File: src/rtl/mem_responder_pkg.sv
// Shared defines for the small CPU and its program memory responder:
// memory geometry, responder FSM encodings and CPU opcode/state constants.
package mem_responder_pkg;

   localparam int MEM_DEPTH = 32;
   localparam int ADDR_W    = 5;
   localparam int DATA_W    = 8;

   // Responder FSM encodings
   localparam logic [1:0] ST_IDLE = 2'd0;
   localparam logic [1:0] ST_LOAD = 2'd1;
   localparam logic [1:0] ST_RUN  = 2'd2;

   // Last load pointer value; accepting a byte here ends the load
   localparam logic [ADDR_W-1:0] PTR_LAST = ADDR_W'(MEM_DEPTH - 1);

   // CPU opcodes (upper 3 bits of IR)
   localparam logic [2:0] OP_HLT = 3'd0;
   localparam logic [2:0] OP_SKZ = 3'd1;
   localparam logic [2:0] OP_ADD = 3'd2;
   localparam logic [2:0] OP_AND = 3'd3;
   localparam logic [2:0] OP_XOR = 3'd4;
   localparam logic [2:0] OP_LDA = 3'd5;
   localparam logic [2:0] OP_STO = 3'd6;
   localparam logic [2:0] OP_JMP = 3'd7;

   // CPU controller phase encodings
   localparam logic [2:0] CPU_INST_ADDR  = 3'd0;
   localparam logic [2:0] CPU_INST_FETCH = 3'd1;
   localparam logic [2:0] CPU_INST_LOAD  = 3'd2;
   localparam logic [2:0] CPU_IDLE       = 3'd3;
   localparam logic [2:0] CPU_OP_ADDR    = 3'd4;
   localparam logic [2:0] CPU_OP_FETCH   = 3'd5;
   localparam logic [2:0] CPU_ALU_OP     = 3'd6;
   localparam logic [2:0] CPU_STORE      = 3'd7;

endpackage

File: src/rtl/mem_responder.sv
// Program/data memory responder for the small CPU. A host streams a program
// in while the CPU is held in reset, then the CPU reads and writes the same
// 32 x 8 register array.
//
// state | meaning
// IDLE  | after reset; CPU held; decide between program load and run
// LOAD  | host bytes accepted into mem[ptr]; CPU held
// RUN   | CPU released; rd/wr serviced at addr
module mem_responder
   import mem_responder_pkg::*;
(
   input  logic              clk,
   input  logic              rst,
   input  logic [ADDR_W-1:0] addr,
   input  logic              rd,
   input  logic              wr,
   input  logic [DATA_W-1:0] data_in,
   output logic [DATA_W-1:0] data_out,
   input  logic              load_en,
   input  logic              load_valid,
   input  logic [DATA_W-1:0] load_data,
   output logic              load_ready,
   output logic              load_done,
   output logic              cpu_hold,
   output logic              err
);

   logic [1:0]        state;
   logic [1:0]        state_nxt;
   logic [ADDR_W-1:0] ptr;
   logic [DATA_W-1:0] mem [MEM_DEPTH];
   logic              enter_load;
   logic              load_exit;
   logic              load_wr;
   logic              run_wr;
   logic              run_rd;
   logic              proto_err;

   // Next-state decode; also flags load entry (pointer clear) and load exit
   always_comb begin
      state_nxt  = state;
      enter_load = 1'b0;
      load_exit  = 1'b0;
      case (state)
         ST_IDLE: begin
            if (load_en) begin
               state_nxt  = ST_LOAD;
               enter_load = 1'b1;
            end else begin
               state_nxt  = ST_RUN;
            end
         end
         ST_LOAD: begin
            if ((load_valid && (ptr == PTR_LAST)) || !load_en) begin
               state_nxt = ST_RUN;
               load_exit = 1'b1;
            end
         end
         ST_RUN: begin
            if (load_en) begin
               state_nxt  = ST_LOAD;
               enter_load = 1'b1;
            end
         end
         default: state_nxt = ST_IDLE;
      endcase
   end

   // A byte offered in the same cycle load_en drops is still accepted,
   // since load_ready is high for the whole LOAD state.
   assign load_wr    = (state == ST_LOAD) && load_valid;
   assign run_wr     = (state == ST_RUN) && wr;
   assign run_rd     = (state == ST_RUN) && rd && !wr;
   assign proto_err  = (rd && wr) || ((rd || wr) && (state != ST_RUN));
   assign load_ready = (state == ST_LOAD);
   assign cpu_hold   = (state != ST_RUN);

   // State register
   always_ff @(posedge clk or posedge rst) begin
      if (rst) begin
         state <= ST_IDLE;
      end else begin
         state <= state_nxt;
      end
   end

   // Load pointer: restarts at 0 on every entry into LOAD
   always_ff @(posedge clk or posedge rst) begin
      if (rst) begin
         ptr <= '0;
      end else if (enter_load) begin
         ptr <= '0;
      end else if (load_wr) begin
         ptr <= ptr + 1'b1;
      end
   end

   // Completion pulse lands in the first cycle after leaving LOAD
   always_ff @(posedge clk or posedge rst) begin
      if (rst) begin
         load_done <= 1'b0;
      end else begin
         load_done <= load_exit;
      end
   end

   // Sticky protocol error, cleared only by reset
   always_ff @(posedge clk or posedge rst) begin
      if (rst) begin
         err <= 1'b0;
      end else if (proto_err) begin
         err <= 1'b1;
      end
   end

   // Storage: reset wipes every word so an aborted load leaves nothing behind
   always_ff @(posedge clk or posedge rst) begin
      if (rst) begin
         for (int i = 0; i < MEM_DEPTH; i++) begin
            mem[i] <= '0;
         end
      end else if (load_wr) begin
         mem[ptr] <= load_data;
      end else if (run_wr) begin
         mem[addr] <= data_in;
      end
   end

   // Registered read port; holds on idle cycles and on writes
   always_ff @(posedge clk or posedge rst) begin
      if (rst) begin
         data_out <= '0;
      end else if (run_rd) begin
         data_out <= mem[addr];
      end
   end

endmodule

File: config.mk
export PLATFORM = sky130hd
export DESIGN_NAME = mem_responder
export DESIGN_NICKNAME = d
export VERILOG_FILES = /design/src/rtl/mem_responder_pkg.sv /design/src/rtl/mem_responder.sv
export SDC_FILE = /design/constraint.sdc
export NUM_CORES = 1
export LEC_CHECK = 0
export ABC_AREA = 0
export CORE_MARGIN = 2
export CORE_UTILIZATION = 40
export DETAILED_ROUTE_END_ITERATION = 10
export HOLD_SLACK_MARGIN = 0.08
export PLACE_DENSITY = 0.64
export SYNTH_ARGS = -nofsm -noshare
export SYNTH_HDL_FRONTEND = slang
export SYNTH_SLANG_ARGS = --single-unit
File: constraint.sdc
create_clock -name clk -period 14.42 [get_ports clk]
set_clock_uncertainty 0.15 [all_clocks]
set_input_delay 1.442 -clock clk [delete_from_list [all_inputs] [get_ports clk]]
set_output_delay 1.442 -clock clk [all_outputs]
set_load 0.02 [all_outputs]
==> parameters.txt <==
Parameter                              Value

CTS
  Hold buffers post-CTS ... 0
  Number of CTS-inserted buffers ... 31
  Post-cts sizing count ... 0
  Master cell of the clock root buffer ... sky130_fd_sc_hd__clkbuf_16
  Post-CTS Setup Bufs ... 0
  H-tree Lvls ... 1
  CTS tree ... yes
  Worst-path clk slew ... ~0.06 ns
  Clock latency on the worst-skew pair ... between 0.5 and 0.6 ns
  TritonCTS sink count ... 273
  Maximum root-to-sink buffer count ... 3

Logic synthesis
  Syn avg cell area ... 10.5 um^2
  Library cells used by synthesis ... 57
  Proportion of synthesized chip area in sequential cells ... about 45%
  Post-Syn Nets ... 1477
  Main flop type after synthesis ... sky130_fd_sc_hd__dfrtp_1
  Post-synthesis register bit count ... roughly 270
  Cells after Synth ... approximately 1.4k
  Post-synthesis instance area ... 0.0152 mm^2
  Number of enable-type register cells in the synthesized netlist ... 0
  Yosys synthesis warning count ... 0
  Fraction of registers with async set/reset ... 100%

Route
  Per-cell via count in the routed design ... 6.52
  Total vias in the final route ... 12.6k
  Post-DR wirelength/cell ... 26.5 um
  Number of nets with antenna violations after detailed routing ... 0
  Number of detailed-route iterations in the first pass ... 5
  Iteration-0 DRC count of the detailed router ... 1518
  Total wire length after detailed routing ... 51200 um
  Remaining DRCs ... 0

Run
  Reported max-cap violation count ... 0

Critical path
  Worst flop-to-flop path startpoint ... state[1]
  Cells along the critical path ... clkdlybuf4s50_1 > nor2b_1 > nand2_1 > o22ai_2 > o221ai_1 > o21a_1
  Delay of the slowest cell on the worst path ... slightly below 1 ns
  Master of the slowest instance on the critical path ... sky130_fd_sc_hd__clkdlybuf4s50_1
  Data arrival time of the worst path ... 4.70 ns
  Launching instance or port of the critical path ... addr[3]
  Cell depth of the worst flop-to-flop path ... 7
  R2r setup slk ... 11.25 ns
  Startpoint types ... primary input
  Crit path required time ... 14.73 ns
  Top fanout value on the critical path ... 19
  Category of the critical setup timing path ... in -> reg
  Category of the worst setup path capture point ... flop
  Worst R2R End ... mem[119]

Power
  VDD IR-drop max ... a little under 0.00009 V
  Power per cell area ... 123 mW/mm^2
  Leakage Power ... 6.32 nW

Cells and area
  Antenna cell count ... 0
  Final layout net count ... about 1.4k
  Final cell area excluding filler cells ... 0.0168 mm^2
  Area growth, synth to finish ... 10.7%
  Final Non-Filler Cells ... slightly below 2k
  Share of final-layout standard cells stronger than drive strength 1 ... 13.6%

Hold path
  Min-Delay Startpoint ... mem[246]
  Cell count of the worst hold path ... 2
  Worst hold path class ... reg -> reg
  End point of the most critical hold path ... mem[246]

Placed design
  Input/output buffers ... 38
  Number of cells after detailed placement ... between 1.5k and 2k
  Area post-placement ... around 0.016 mm^2
  HPWL reported at the end of detailed placement ... ~32000 um
  Global placement routability congestion ... 0.952

STA
  Accumulated negative setup slack ... 0 ns
  Least-Margin Pin Slew ... 1.16 ns
  Worst hold slack ... about 0.33 ns
  Achievable Freq ... ~0.23 GHz
  Share of the clock period used by the worst path after layout ... between 30% and 40%
  Total count of hold-check failures in the final report ... 0
  Post-layout minimum cycle time ... around 4.4 ns
  Final Slew Violations ... 0
  Max_slew headroom ... 22.2%
  Number of endpoints failing setup at the final stage ... 0
  Setup repair after global routing missed its margin ... no

Floorplan
  Overall die height ... 199 um
  Placement row count ... 71
  Effective utilization at floorplan ... 40.5%
  Die Area ... 0.0396 mm^2
  Core Footprint ... 0.0376 mm^2
  DIE WIDTH ... 199 um
  Number of ports placed on the die boundary ... 39

Global route
  Largest net degree at the start of global routing ... around 180
  Vias in the first global route ... 12.4k
  Overall overflow remaining after global route ... 0
  Number of antenna violations at the first check in global routing ... 1
  First-pass GRT wire length ... 78600 um
  GRT Total Usage ... 26.3%

Run status
  Outcome ... finished clean
-- layer usage --
layer,global-route usage [%],vias up,share of wire [%]
met5,0,-,0.025
met4,12.3,2,5.3
met3,5.83,156,9.5
met2,39.0,684,44
met1,36.8,6345,42
li1,-,5430,-
-- how the worst max path moves through the flow --
| stage | end | slack, ns | cells past startpoint |
|---|---|---|---|
| floorplan | data_out[0] | 5.30 | 1 |
| global placement | mem[160] | 9.64 | 6 |
| detailed placement | mem[166] | 9.59 | 6 |
| CTS | mem[162] | 10.16 | 6 |
| global route | mem[162] | 9.81 | 6 |
| finish | mem[162] | 10.03 | 6 |
-- cells in the mapped netlist, types with 6 or more instances --
library cell	instances	area (um^2)
sky130_fd_sc_hd__dfrtp_1	273	6830
sky130_fd_sc_hd__nand2_1	166	623
sky130_fd_sc_hd__o22a_1	116	1020
sky130_fd_sc_hd__o21ai_0	96	480
sky130_fd_sc_hd__o21a_1	83	623
sky130_fd_sc_hd__nor2_1	81	304
sky130_fd_sc_hd__o221ai_1	80	701
sky130_fd_sc_hd__a22oi_1	78	586
sky130_fd_sc_hd__a21oi_1	74	370
sky130_fd_sc_hd__mux4_2	61	1370
sky130_fd_sc_hd__buf_2	59	295
sky130_fd_sc_hd__clkbuf_1	35	131
sky130_fd_sc_hd__buf_4	23	173
sky130_fd_sc_hd__nor2b_1	18	113
sky130_fd_sc_hd__and2_1	17	106
sky130_fd_sc_hd__buf_1	13	48.8
sky130_fd_sc_hd__o21ai_1	12	60.1
sky130_fd_sc_hd__a22o_1	11	96.3
sky130_fd_sc_hd__and3_1	10	62.6
sky130_fd_sc_hd__mux2_2	10	113
sky130_fd_sc_hd__nand2_2	10	62.6
sky130_fd_sc_hd__nand3_1	10	50.1
sky130_fd_sc_hd__buf_6	8	90.1
sky130_fd_sc_hd__nand2b_1	8	50.1
sky130_fd_sc_hd__o22ai_1	8	50.1
sky130_fd_sc_hd__o22ai_2	8	100
sky130_fd_sc_hd__nand4_1	6	37.5
sky130_fd_sc_hd__nor2_2	6	37.5
-- where the power goes --
part / leakage [nW] / internal [W] / switching, W
registers: 3.70 / 0.000842 / 0.0000496
logic: 2.07 / 0.000119 / 0.000176
clock network: 0.559 / 0.000550 / 0.000339
total: 6.32 / 0.00151 / 0.000565
-- registers in the layout (all words and copies together) (netlist names) --
register   flops
state          2
data_out       8
ptr            5
load_done      1
err            1
mem          256
-- per-stage QoR --
stage	utilization [%]	total power [W]	setup WS, ns
2_1_floorplan	-	0.00108	5.30
3_3_place_gp	41.7	0.00119	9.64
3_5_place_dp	41.7	0.00119	9.59
4_1_cts	44.8	0.00207	10.16
5_1_grt	44.8	0.00214	9.81
6_report	44.8	0.00208	10.03
-- placed cells by master, fill, tap and decap left out, drive strengths merged, types with 7 or more instances in the layout --
master	count
a22o	14
nand2	176
mux4	61
and2	17
nor2b	18
nor2	87
and3	10
buf	25
o221ai	80
bufinv	7
nand2b	8
clkdlybuf4s50	36
o22ai	18
a22oi	78
mux2	10
dfrtp	273
clkinv	7
o21a	83
a21oi	75
o22a	116
clkbuf	39
nand3	13
o21ai	108
-- kinds of logic (layout without fill, tap and decap cells) --
group,count (synthesis),in the layout,share of synthesized area [%]
xor+xnor,3,3,0.173
flops,273,273,44.9
buf+inv,144,123,5.01
fa+ha+maj,5,5,0.411
simple gates,351,351,10.8
compound gates,593,593,28.6
mux,76,76,10.1
-- worst max-delay path, delay by kind of cell --
kind,cells,cell delay [ns]
simple gates,2,1.24
compound gates,3,1.04
buf+inv,1,0.97
-- layout make-up --
class / count / area (um^2)
tap: 511 / 639
multi-input combinational: 1028 / 7620
timing repair buffer: 61 / 561
sequential: 273 / 6830
fill: 3459 / 20700
clock buffer: 39 / 866
inverter: 5 / 26.3
clock inverter: 18 / 284
No activity file was read; power rests on OpenSTA's default activity.
